$ cat src/rtl/disparity_packer.sv
// Packs 2-bit disparity samples four to a byte, tags line/frame starts,
// and buffers the bytes in a small FIFO for a valid/ready byte consumer.
module disparity_packer #(
  parameter int LINE_WIDTH = 16,
  parameter int NUM_LINES  = 16,
  parameter int FIFO_DEPTH = 8
) (
  input  logic       pxclk,
  input  logic       reset,
  input  logic [1:0] disparity,
  input  logic       valid,
  output logic [7:0] out_data,
  output logic       out_sol,
  output logic       out_sof,
  output logic       out_valid,
  input  logic       out_ready,
  output logic       overflow
);

  localparam int PW = $clog2(LINE_WIDTH);
  localparam int LW = (NUM_LINES > 1) ? $clog2(NUM_LINES) : 1;
  localparam int AW = $clog2(FIFO_DEPTH);

  localparam logic [PW-1:0] PIX_LAST = PW'(LINE_WIDTH - 1);
  localparam logic [LW-1:0] LINE_LAST = LW'(NUM_LINES - 1);
  localparam logic [AW:0] PTR_ONE = (AW + 1)'(1);

  logic [PW-1:0] pix_cnt;
  logic [LW-1:0] line_cnt;
  logic [5:0]    pack;

  logic [9:0]    mem [FIFO_DEPTH];
  logic [AW:0]   wr_ptr;
  logic [AW:0]   rd_ptr;
  logic [9:0]    head;
  logic [9:0]    push_word;
  logic          empty;
  logic          full;
  logic          push_req;
  logic          push;
  logic          pop;
  logic          sol_b;
  logic          sof_b;

  assign empty = (wr_ptr == rd_ptr);
  assign full  = (wr_ptr[AW] != rd_ptr[AW]) &&
                 (wr_ptr[AW-1:0] == rd_ptr[AW-1:0]);

  assign push_req = valid && (pix_cnt[1:0] == 2'd3);
  assign pop      = !empty && out_ready;
  // A full FIFO still takes the byte when the head leaves on the same edge.
  assign push     = push_req && (!full || pop);

  // The byte completing at pix_cnt==3 is the one that started at pixel 0.
  assign sol_b     = (pix_cnt == PW'(3));
  assign sof_b     = sol_b && (line_cnt == '0);
  assign push_word = {sof_b, sol_b, disparity, pack};

  assign head      = mem[rd_ptr[AW-1:0]];
  assign out_valid = !empty;
  assign out_data  = empty ? 8'h00 : head[7:0];
  assign out_sol   = empty ? 1'b0 : head[8];
  assign out_sof   = empty ? 1'b0 : head[9];

  always_ff @(posedge pxclk or posedge reset) begin
    if (reset) begin
      pix_cnt  <= '0;
      line_cnt <= '0;
      pack     <= '0;
    end else if (valid) begin
      if (pix_cnt[1:0] != 2'd3)
        pack[{pix_cnt[1:0], 1'b0} +: 2] <= disparity;
      if (pix_cnt == PIX_LAST) begin
        pix_cnt  <= '0;
        line_cnt <= (line_cnt == LINE_LAST) ? '0 : line_cnt + LW'(1);
      end else begin
        pix_cnt <= pix_cnt + PW'(1);
      end
    end
  end

  always_ff @(posedge pxclk or posedge reset) begin
    if (reset) begin
      wr_ptr   <= '0;
      rd_ptr   <= '0;
      overflow <= 1'b0;
    end else begin
      if (push)
        wr_ptr <= wr_ptr + PTR_ONE;
      if (pop)
        rd_ptr <= rd_ptr + PTR_ONE;
      if (push_req && !push)
        overflow <= 1'b1;
    end
  end

  always_ff @(posedge pxclk) begin
    if (push)
      mem[wr_ptr[AW-1:0]] <= push_word;
  end

endmodule

$ cat config.mk
export PLATFORM = sky130hd
export DESIGN_NAME = disparity_packer
export DESIGN_NICKNAME = d
export VERILOG_FILES = /design/src/rtl/disparity_packer.sv
export SDC_FILE = /design/constraint.sdc
export NUM_CORES = 1
export LEC_CHECK = 0
export BUFFER_PORTS_ARGS = -buffer_cell sky130_fd_sc_hd__buf_2
export CAP_MARGIN = 5
export CORE_MARGIN = 2
export CORE_UTILIZATION = 50
export CTS_BUF_LIST = sky130_fd_sc_hd__clkbuf_4
export DETAILED_ROUTE_END_ITERATION = 16
export PLACE_DENSITY = 0.67
export SETUP_SLACK_MARGIN = 0.02
export SYNTH_ARGS = -nofsm -noshare
export SYNTH_HDL_FRONTEND = slang
export SYNTH_SLANG_ARGS = --single-unit
$ cat constraint.sdc
create_clock -name pxclk -period 6.88 [get_ports pxclk]
set_input_delay 0.688 -clock pxclk [delete_from_list [all_inputs] [get_ports pxclk]]
set_output_delay 0.688 -clock pxclk [all_outputs]
set_load 0.005 [all_outputs]
Yosys cells after proc, flatten, opt, wreduce, memory -nomap -nowiden. Memory sizes are Yosys's and may differ from the RTL's. Index checks and enable logic that the tools add are counted.

Memories: 1. Output and inout bits: 12. Bits in latches: 0. Bits in read-only memories: 0. RAM bits: 80. Register bits: 23. Input port bits: 6. Word-level logic and storage cells: 43.

Memory list: mem (depth 8, bits a word 10, rd ports 1, clocked after Yosys merged registers in 0, wr ports 1, RTL line 32) `logic [9:0] mem [FIFO_DEPTH];`.

$lt $le $gt $ge: 0. Reduce and logical (&&, ||, !) cells: 13. Divide/modulo/power cells: 0. $add $sub $neg: 5. Mux-type cells: 8. $mul: 0. Shifts and indexed selects: 2. Equality and inequality tests: 8. Bitwise operators: 0.

Operators by type and width (count): $add 4x1->4 const B (4); $eq 4x4->1 const B (2); $mux 4 (2); $mux 8 (1); $bwmux 6 (1); $logic_and 1x1->1 (6); $shift 2x5->6 const A (1); $shiftx 2x5->6 (1); $neg 3->5 (1); $eq 4x2->1 const B (1); $eq 4x4->1 (1); $logic_not 4->1 (1); $mux 1 (4); $reduce_and 2->1 (2); $eq 3x3->1 (1); $logic_not 1->1 (3); $eq 2x2->1 const B (1); $ne 2x2->1 const B (1); $logic_or 1x1->1 (1); $ne 1x1->1 (1).

Longest topological paths before layout. Gate-level depths: netlist of the first run.

Depth in word-level cells: 7. Depth in mapped cells: 7. Depth with buffers taken out: 6.

Least setup slack after synthesis of the first run. No wires, ideal clock.

Path type: register to register. Start: register pix_cnt[0]. End: memory mem[3][0], enable pin. Slack: 4359 ps. Buffers on the path: 0. Period minus slack after synthesis: 2521 ps. Data required time: 6473 ps. Data arrival time: 2114 ps. Cell stages (with the launch flop): 5. Library setup time: 407 ps. Path through: dfrtp_1 -> ha_1 -> and2_1 -> nand2_1 -> nor4b_1.

Word-level cells in the longest chain between the ends: 5.

RTL lines: start: declaration (RTL line 28) `logic [PW-1:0] pix_cnt;`; start signal: assignment (RTL line 77) `pix_cnt <= pix_cnt + PW'(1);`; $eq 2x2->1 (RTL line 49) `assign push_req = valid && (pix_cnt[1:0] == 2'd3);`; $logic_and 1x1->1 (RTL line 49); $logic_and 1x1->1 (RTL line 52) `assign push = push_req && (!full || pop);`; $mux 1 (RTL line 98) `if (push)`; $mux 1 (not written as such) (RTL line 99) `mem[wr_ptr[AW-1:0]] <= push_word;`; end: declaration (RTL line 32).

Every way passes these cells.

Worst setup path in the final report of the first run.
Start: register rd_ptr[2]. End: output out_sol.

Word-level cells in the longest chain between the ends: 2. Elaborated cells on any way between the ends: 3. Classes of those cells: 1 x eq/ne; 1 x mux; 1 x memory.

RTL lines: start: declaration (RTL line 34) `logic [AW:0] rd_ptr;`; start signal: assignment (RTL line 91) `rd_ptr <= rd_ptr + PTR_ONE;`; $mem_v2 8x10 or $eq 4x4->1 (tied branches); $mux 1 (*) (RTL line 62) `assign out_sol = empty ? 1'b0 : head[8];`; end: declaration (RTL line 13) `output logic out_sol,`.

Mark *: on every way between the ends. The rest lies on a longest branch, timed or not.

==> qor.yml, run 1 <==
synth.distinct_cells: 45
rows: 34
hold_ws_ps: 430
die_h_um: 97.5
setup_tns_ps: 0
p_seq_share_pct: 47.1
period_minus_slack_ps: 3100
leakage_nw: 1.77
synth_area_per_cell_um2: 17.5
hpwl_um: 4720
diodes: 0
dieArea_um2: 9510
synthArstFlopShare_pct: 22.3
cp.required_ps: 6190
cp-start-kind: "flip-flop"
outcome: "finished clean"
syn_area_um2: 4370
wl_um: 7420
cts_tree: "done"
critPathKind: "flip-flop to output pin"
grt_pass1_vias: 2216
worstSetupEndpointType: "output pin"
fin_crit_sh_pct: 45.0
area_delta_synth_final_pct: 10.7
synth_nets: 265
cp.arrival_ps: 2410
ctsHtreeMaxLevel: 3
seq_area_frac_synth_pct: 68.1
via_count: 2173
synthCells: 250
ctsResizeCount: 0
overflow: 0
drcViolationCount: 0
clock-sinks: 103
antenna_left: 0
p_int_mw: 1.31
grt_max_degree: 25
switching_power_uw: 610
vdd_ir_drop_max_mv: 0.180
clk_latency_ps: 420
power_frac_clock_pct: 21.6
yosysWarningCount: 0
crit_fanout: 13
tightestPinTransition_ps: 1070
antenna_found_initial: 0
skew_ps: 14.2
post_cts_buffers: 0
placed_area_um2: 4630
synth-main-ff-cell: "edfxtp_1"
nets: 288
grt_pass1_wl_um: 12000
layout-drive-gt1-share_pct: 27.7
fin_area_um2: 4840
maxCapViolations: 0
dieWidth_um: 97.5
hold_viol: 0
synthTopCellsByArea: "edfxtp_1 (55%), dfrtp_1 (13%), mux4_2 (10%)"
synth_edf_count: 80
clk_pin_slew_worst_paths_ps: 150
synth-seq-cells: 103
pin_count: 18
fmax_ghz: 0.323
synth.top_cell.area_share_pct: 55.0
dr.pass1.iters: 4
coreArea_um2: 8590
comb_power_share_pct: 31.3
cts_max_path_buffers: 2
yosysTopAreaCell: "edfxtp_1"
finalSetupViolations: 0
min_path_type: "primary input to asynchronous set/reset pin"
post_drt_wl_per_cell_um: 19.2
initial_core_util_pct: 50.9
holdBufCountCts: 0
clockRootBuffer: "clkbuf_4"
numCtsBuffers: 9
drt-vias-per-instance: 5.63
final_cells: 386
rsz0062_at_grt: "no"
maxSlewViolCount: 0
dp.cells: 370
grtUsageTotal_pct: 16.8
drt_iter0_drc: 153
power_density_nw_per_um2: 396
io_buffers: 17
gp_congestion: 0.753
slew_headroom_pct: 28.7
p_sw_share_pct: 31.8
[power by group through the flow]
stage / sequential, mW / clock [mW] / combinational (mW)
after floorplan: 0.849 / 0 / 0.504
after global placement: 0.913 / 0 / 0.606
after detailed placement: 0.919 / 0 / 0.615
after CTS: 0.905 / 0.424 / 0.617
after global routing: 0.922 / 0.448 / 0.661
final: 0.904 / 0.414 / 0.601
[critical path, stage by stage, from the launching register on]
cell	delay (ps)
dfrtp_1	890
xnor2_2	220
nand3_4	140
nor2_2	470
nor2_1	110
buf_2	150
[cells in the final DEF, fill, tap and decap left out, types with 3 or more instances in the layout]
cell	netlist	layout
dfrtp_1	23	23
xnor2_1	4	4
ha_1	9	9
clkbuf_4	0	9
mux2i_1	10	10
inv_1	5	5
nor2_1	14	14
xor2_1	4	4
buf_2	6	17
xnor2_2	3	3
nand2_1	12	12
a22o_1	6	6
buf_4	2	6
mux4_2	20	20
bufinv_16	0	4
o21ai_0	5	5
edfxtp_1	80	80
nand3_1	5	5
[per-stage QoR]
step           utilization [%]  total power, mW  worst slack, ps
2_1_floorplan                -             1.35             4360
5_1_grt                   56.3             2.03             3570
3_5_place_dp              53.9             1.53             4140
3_3_place_gp              53.9             1.52             4180
4_1_cts                   56.3             1.95             3640
6_report                  56.3             1.92             3780
[routing by layer]
| layer | vias up | global-route usage [%] | share of wire [%] |
|---|---|---|---|
| met4 | 0 | 5.77 | 0.80 |
| met3 | 6 | 2.37 | 2.5 |
| met1 | 1105 | 23.6 | 47 |
| li1 | 1031 | - | - |
| met5 | - | 0 | 0 |
| met2 | 31 | 27.5 | 50 |
[worst paths after layout]
path | from | end | slack, ps | cells after the start
max | rd_ptr[2] | out_sol | 3780 | 5
min | reset | line_cnt[0] | 430 | 2
max reg2reg | rd_ptr[2] | mem[2][6] | 4290 | 5
min reg2reg | overflow | overflow | 490 | 1
max in group asynchronous | reset | pack[1] | 5880 | 2
min in group pxclk | overflow | overflow | 490 | 1
[synthesized netlist by cell type (2+ instances only)]
cell,n
edfxtp_1,80
and3_1,2
nor3b_1,2
nor4b_1,5
nand2_1,12
mux2i_1,10
nand3_1,5
a21oi_1,2
mux2_4,2
xnor2_1,4
xor2_1,4
mux4_2,20
inv_2,2
ha_1,9
dfrtp_1,23
a22o_1,6
nor3_1,2
nor2_1,14
o41ai_1,2
buf_2,6
inv_1,5
xnor2_2,3
nand4_1,2
buf_4,2
nor4_1,2
o21ai_0,5
[cell families after synthesis]
group / Yosys count / share of synthesized area [%]
AO/OA/AOI/OAI: 21 / 3.52
XOR/XNOR: 11 / 2.72
adder cells (fa/ha/maj): 9 / 2.58
buffers and inverters: 18 / 2.09
flip-flops: 103 / 68.1
multiplexers: 32 / 13.3
AND/OR/NAND/NOR: 56 / 7.70
[flip-flops by register name (all words and copies together) (netlist names)]
register / cells
line_cnt: 4
overflow: 1
wr_ptr: 4
mem: 80
pack: 6
pix_cnt: 4
rd_ptr: 4
[layout make-up]
cell class                      count  area (um^2)
Clock buffer                        9         67.6
Clock inverter                      7          144
Fill cell                         681         3750
Inverter                            7         26.3
Multi-Input combinational cell    129         1360
Sequential cell                   103         2980
Tap cell                          108          135
Timing Repair Buffer               23          130
No activity file was read; power rests on OpenSTA's default activity.
==> inputs of run 2 (changes only) <==
--- a/config.mk
+++ b/config.mk
@@ -5,13 +5,14 @@
 export SDC_FILE = /design/constraint.sdc
 export NUM_CORES = 1
 export LEC_CHECK = 0
+export ABC_AREA = 1
 export BUFFER_PORTS_ARGS = -buffer_cell sky130_fd_sc_hd__buf_2
 export CAP_MARGIN = 5
 export CORE_MARGIN = 2
 export CORE_UTILIZATION = 50
 export CTS_BUF_LIST = sky130_fd_sc_hd__clkbuf_4
 export DETAILED_ROUTE_END_ITERATION = 16
-export PLACE_DENSITY = 0.67
+export PLACE_DENSITY = 0.69
 export SETUP_SLACK_MARGIN = 0.02
 export SYNTH_ARGS = -nofsm -noshare
 export SYNTH_HDL_FRONTEND = slang
==> constraint.sdc (replaced) <==
create_clock -name pxclk -period 2.6 [get_ports pxclk]
set_input_delay 0.26 -clock pxclk [delete_from_list [all_inputs] [get_ports pxclk]]
set_output_delay 0.26 -clock pxclk [all_outputs]
set_load 0.005 [all_outputs]
==> run 2 against run 1 <==
Against the previous run: the flow now finishes with violations (hold timing); flip-flop and latch count stayed put; critical path depth rose by 3; non-clock buffer count up 7; worst hold slack got worse by 430 ps; register-to-register slack got worse by 3600 ps; largest cell class unchanged; worst setup slack lost 3500 ps; sequential power grew to 2.6 times the previous value; critical path type unchanged; largest power group unchanged; count of clock-buffer cells in the layout grew 1.
==> qor.yml, run 2 <==
skew_ps: 22.1
via_count: 2964
antenna_left: 0
finalSetupViolations: 0
n_fill_cell: 758
multiInputGateArea_um2: 1330
tightestPinTransition_ps: 901
synth_xor_area_share_pct: 1.59
fmax_ghz: 0.434
pin_count: 18
ctsResizeCount: 0
layout_common_cells: "nor2_1 (86), edfxtp_1 (80), o21ai_0 (63)"
final_common_cell: "nor2_1"
rows: 34
synth-seq-cells: 103
synthTopCellsByCount: "nor2_1 (86), edfxtp_1 (80), o21ai_0 (63), nand2_1 (43), inv_1 (24)"
vdd_ir_drop_max_mv: 0.543
antenna_found_initial: 0
register_area_um2: 2980
initial_core_util_pct: 51.5
grt_max_degree: 31
setup_tns_ps: 0
cp-start-kind: "flip-flop"
synth-compound-area-share_pct: 9.90
overflow: 0
clk_pin_slew_worst_paths_ps: 150
syn_area_um2: 4490
seq_area_frac_synth_pct: 66.4
dieWidth_um: 98.7
synth-main-ff-cell: "edfxtp_1"
drcViolationCount: 0
post-synth-top-count-cell: "nor2_1"
area_delta_synth_final_pct: 7.81
synthTopCellsByArea: "edfxtp_1 (54%), dfrtp_1 (13%), nor2_1 (7.2%)"
outcome: "finished, violations left"
hold_ws_ps: -4.20
drt-vias-per-instance: 5.44
wl_um: 8620
cp.required_ps: 2340
cp.arrival_ps: 2050
die_h_um: 98.7
gp_congestion: 0.828
slew_headroom_pct: 39.9
io_buffers: 17
synth_top_family_by_area: "simple AND/OR/NAND/NOR gates"
period_minus_slack_ps: 2310
crit_fanout: 15
synth_nets: 423
violations: "hold timing"
critPathKind: "flip-flop to output pin"
maxSlewViolCount: 0
grtUsageTotal_pct: 19.2
ctsHtreeMaxLevel: 3
hold_viol: 3
p_total_mw: 5.01
synth-adder-area-share_pct: 2.51
clock-sinks: 103
cts_tree: "done"
rsz0062_at_grt: "no"
grt_pass1_vias: 2888
yosysTopAreaCell: "edfxtp_1"
maxCapViolations: 0
synthArstFlopShare_pct: 22.3
synth.distinct_cells: 30
synth_edf_count: 80
drt_iter0_drc: 146
power_density_nw_per_um2: 1030
synth_mux_area_share_pct: 0
worstSetupEndpointType: "output pin"
clockRootBuffer: "clkbuf_4"
holdBufCountCts: 0
cts_max_path_buffers: 2
post_cts_buffers: 0
dieArea_um2: 9750
synthCells: 408
coreArea_um2: 8720
nets: 447
synth-simple-area-share_pct: 15.6
dp.cells: 529
diodes: 0
fin_util_pct: 55.5
hpwl_um: 5900
fin_area_um2: 4840
min_path_type: "primary input to asynchronous set/reset pin"
post_drt_wl_per_cell_um: 15.8
synth.top_cell.area_share_pct: 53.5
grt_pass1_wl_um: 14600
yosysWarningCount: 0
fin_crit_sh_pct: 88.7
final_cells: 545
layout-drive-gt1-share_pct: 12.4
clk_latency_ps: 440
largest_reg_flops: 80
numCtsBuffers: 9
placed_area_um2: 4720
leakage_nw: 1.89
dr.pass1.iters: 4
synth_area_per_cell_um2: 11.0
==> run 2: cell types whose count changed after synthesis, moves of 4 or more <==
cell,before,now
mux2i_1,10,0
mux4_2,20,0
nor2_1,14,86
nand2_1,12,43
o21ai_1,1,8
o22ai_1,0,11
o21ai_0,5,63
inv_1,5,24
a22o_1,6,0
nor4b_1,5,0
nand3_1,5,16
clkbuf_1,1,5
==> run 2: layout make-up <==
cell class	count	share of cell area [%]
multi-input combinational	262	27.5
clock inverter	6	0.776
sequential	103	61.5
tap	108	2.79
inverter	26	2.07
clock buffer	10	1.55
timing repair buffer	30	3.78
==> run 2: through the flow <==
stage               hold slack (ps)  setup slack [ps]
floorplan                       262               737
global placement                471               724
detailed placement              461               628
CTS                            4.31               241
global route                   58.9              52.6
finish                        -4.20               294
==> run 2: worst max-delay path: stages (launching register included) <==
cell and delay (ps):
dfrtp_1 480, inv_1 220, nand2_1 120, nand2_2 70, nor2_4 170, nand3_4 170
o21ai_0 180, nor2_1 70, buf_2 130
==> run 2: kinds of logic after synthesis <==
kind of cell	after synthesis
buffers and inverters	43
AO/OA/AOI/OAI	85
flip-flops	103
XOR/XNOR	6
adder cells (fa/ha/maj)	9
AND/OR/NAND/NOR	162
==> run 2: metal layers <==
| layer | up-vias | global-route usage [%] | wire, um |
|---|---|---|---|
| li1 | 1461 | - | - |
| met1 | 1426 | 25.8 | 4080 |
| met2 | 65 | 30.9 | 4080 |
| met3 | 12 | 3.83 | 301 |
| met4 | 0 | 7.48 | 157 |
| met5 | - | 0 | 0 |
==> run 2: power by group <==
part | leakage, nW | total (mW) | internal, mW | switching [mW]
Clock | 0.0598 | 0.705 | 0.203 | 0.502
Sequential | 1.03 | 2.35 | 2.07 | 0.279
Combinational | 0.800 | 1.95 | 0.710 | 1.24
Total | 1.89 | 5.01 | 2.99 | 2.02
==> run 2: final timing paths <==
path                            start           to  slack [ps]  cells after the start
max                         rd_ptr[1]  out_data[0]         290                      8
max reg2reg                pix_cnt[0]    mem[7][8]         650                      5
min reg2reg                  overflow     overflow         490                      1
min                             reset      pack[2]          -4                      2
max in group asynchronous       reset      pack[1]        2040                      2
min in group pxclk              valid   pix_cnt[1]          80                      2
==> inputs of run 3 (changes only) <==
--- a/config.mk
+++ b/config.mk
@@ -7,12 +7,12 @@
 export LEC_CHECK = 0
 export ABC_AREA = 1
 export BUFFER_PORTS_ARGS = -buffer_cell sky130_fd_sc_hd__buf_2
-export CAP_MARGIN = 5
+export CAP_MARGIN = 20
 export CORE_MARGIN = 2
-export CORE_UTILIZATION = 50
+export CORE_UTILIZATION = 55
 export CTS_BUF_LIST = sky130_fd_sc_hd__clkbuf_4
 export DETAILED_ROUTE_END_ITERATION = 16
-export PLACE_DENSITY = 0.69
+export PLACE_DENSITY = 0.75
 export SETUP_SLACK_MARGIN = 0.02
 export SYNTH_ARGS = -nofsm -noshare
 export SYNTH_HDL_FRONTEND = slang
==> run 3 against run 2 <==
Against the previous run: first-iteration DRC count is 32% higher; critical path depth down 1; sequential share of layout area down 0.25 points; final area rose by 0.41%; global-route usage up 1.3 points; the run now ends clean; count of clock-buffer cells in the layout increased by 2; non-clock buffer count increased by 1; die area decreased by 8.7%; clock skew is 12 ps lower; utilization is 6.7 points higher; final cell count down 0.92%.
==> qor.yml, run 3 (same netlist as run 2, synthesis figures left out) <==
outcome: "finished clean"
final_common_cell: "nor2_1"
cts_max_path_buffers: 2
dieArea_um2: 8900
ctsResizeCount: 0
p_seq_share_pct: 45.7
antenna_found_initial: 0
clk_pin_slew_worst_paths_ps: 140
worstSetupEndpointType: "output pin"
gp_congestion: 0.804
power_density_nw_per_um2: 1050
pin_count: 18
power_frac_clock_pct: 15.5
p_int_mw: 3.12
finalSetupViolations: 0
io_buffers: 17
p_total_mw: 5.10
critPathKind: "flip-flop to output pin"
hold_viol: 0
drcViolationCount: 0
overflow: 0
nets: 448
initial_core_util_pct: 57.5
diodes: 0
clk_latency_ps: 410
register_area_um2: 2980
post_drt_wl_per_cell_um: 15.5
tightestPinTransition_ps: 868
dp.cells: 524
rsz0062_at_grt: "no"
maxCapViolations: 0
period_minus_slack_ps: 2290
grt_max_degree: 28
layout-drive-gt1-share_pct: 12.8
skew_ps: 10.2
layout_common_cells: "nor2_1 (86), edfxtp_1 (80), o21ai_0 (63)"
p_sw_share_pct: 38.9
cp.arrival_ps: 2030
hpwl_um: 5810
drt_iter0_drc: 193
cp.required_ps: 2340
dieWidth_um: 94.3
final_cells: 540
wl_um: 8390
multiInputGateArea_um2: 1330
setup_tns_ps: 0
switching_power_mw: 1.99
grt_pass1_wl_um: 13700
fmax_ghz: 0.436
ctsHtreeMaxLevel: 3
antenna_left: 0
numCtsBuffers: 9
rows: 32
leakage_nw: 1.92
dr.pass1.iters: 6
crit_fanout: 26
clock-sinks: 103
comb_power_share_pct: 38.7
die_h_um: 94.3
coreArea_um2: 7810
hold_ws_ps: 1.75
via_count: 2961
vdd_ir_drop_max_mv: 0.490
dp_slack_ps: 664
largest_reg_flops: 80
post_cts_buffers: 0
n_fill_cell: 625
maxSlewViolCount: 0
fin_crit_sh_pct: 88.2
slew_headroom_pct: 42.1
clockRootBuffer: "clkbuf_4"
grtUsageTotal_pct: 20.4
cp-start-kind: "flip-flop"
cts_tree: "done"
setup_slack_ps: 308
min_path_type: "primary input to asynchronous set/reset pin"
drt-vias-per-instance: 5.48
area_delta_synth_final_pct: 8.25
holdBufCountCts: 0
grt_pass1_vias: 2835
run 3: changes by cell type in the layout (fill, tap and decap cells not counted):
| cell | delta |
|---|---|
| buf_4 | +1 |
| bufinv_16 | +1 |
| clkbuf_4 | +2 |
| clkinv_1 | -1 |
| clkinv_2 | -1 |
| clkinv_4 | -1 |
| clkinvlp_4 | -2 |
| inv_2 | +2 |
run 3: power groups by stage:
| stage | Clock [mW] | Combinational, mW | Sequential, mW |
|---|---|---|---|
| 6_report | 0.793 | 1.98 | 2.33 |
| 5_1_grt | 0.873 | 2.26 | 2.37 |
| 4_1_cts | 0.812 | 1.99 | 2.33 |
| 3_5_place_dp | 0 | 1.98 | 2.37 |
| 3_3_place_gp | 0 | 1.92 | 2.35 |
| 2_1_floorplan | 0 | 1.44 | 2.25 |
run 3: cell type report:
type | instances | share of cell area [%]
Clock buffer | 12 | 1.85
Clock inverter | 4 | 0.927
Inverter | 26 | 2.01
Multi-Input combinational cell | 262 | 27.4
Sequential cell | 103 | 61.3
Tap cell | 102 | 2.63
Timing Repair Buffer | 31 | 3.91
run 3: path summary, 6_finish.rpt:
check | cells past startpoint | slack (ps) | startpoint | endpoint
worst min-delay path | 2 | 2 | reset | line_cnt[2]
max in group asynchronous | 2 | 2060 | reset | pack[2]
worst max register to register | 9 | 630 | rd_ptr[1] | mem[6][6]
min in group pxclk | 2 | 90 | valid | pix_cnt[1]
worst min register to register | 1 | 510 | overflow | overflow
worst max-delay path | 7 | 310 | rd_ptr[0] | out_sof
run 3: metal layers:
layer  track usage (%)  vias to the layer above  wire (um)
li1                  -                     1464          -
met1              27.2                     1418       3720
met3              2.39                        6        440
met2              34.7                       73       4160
met4              7.97                        0         58
met5                 0                        -          0
run 3: stage by stage:
step           instance area (um^2)  util [%]
6_report                       4860      62.2
4_1_cts                        4860      62.2
5_1_grt                        4860      62.2
3_5_place_dp                   4720      60.5
2_1_floorplan                  4490         -
3_3_place_gp                   4720      60.5
run 3: critical path: stages, from the launching register on:
cell,delay (ps)
dfrtp_1,440
inv_2,340
buf_4,290
o21ai_0,100
o22ai_1,150
nor2_1,80
nor2_1,110
buf_2,120
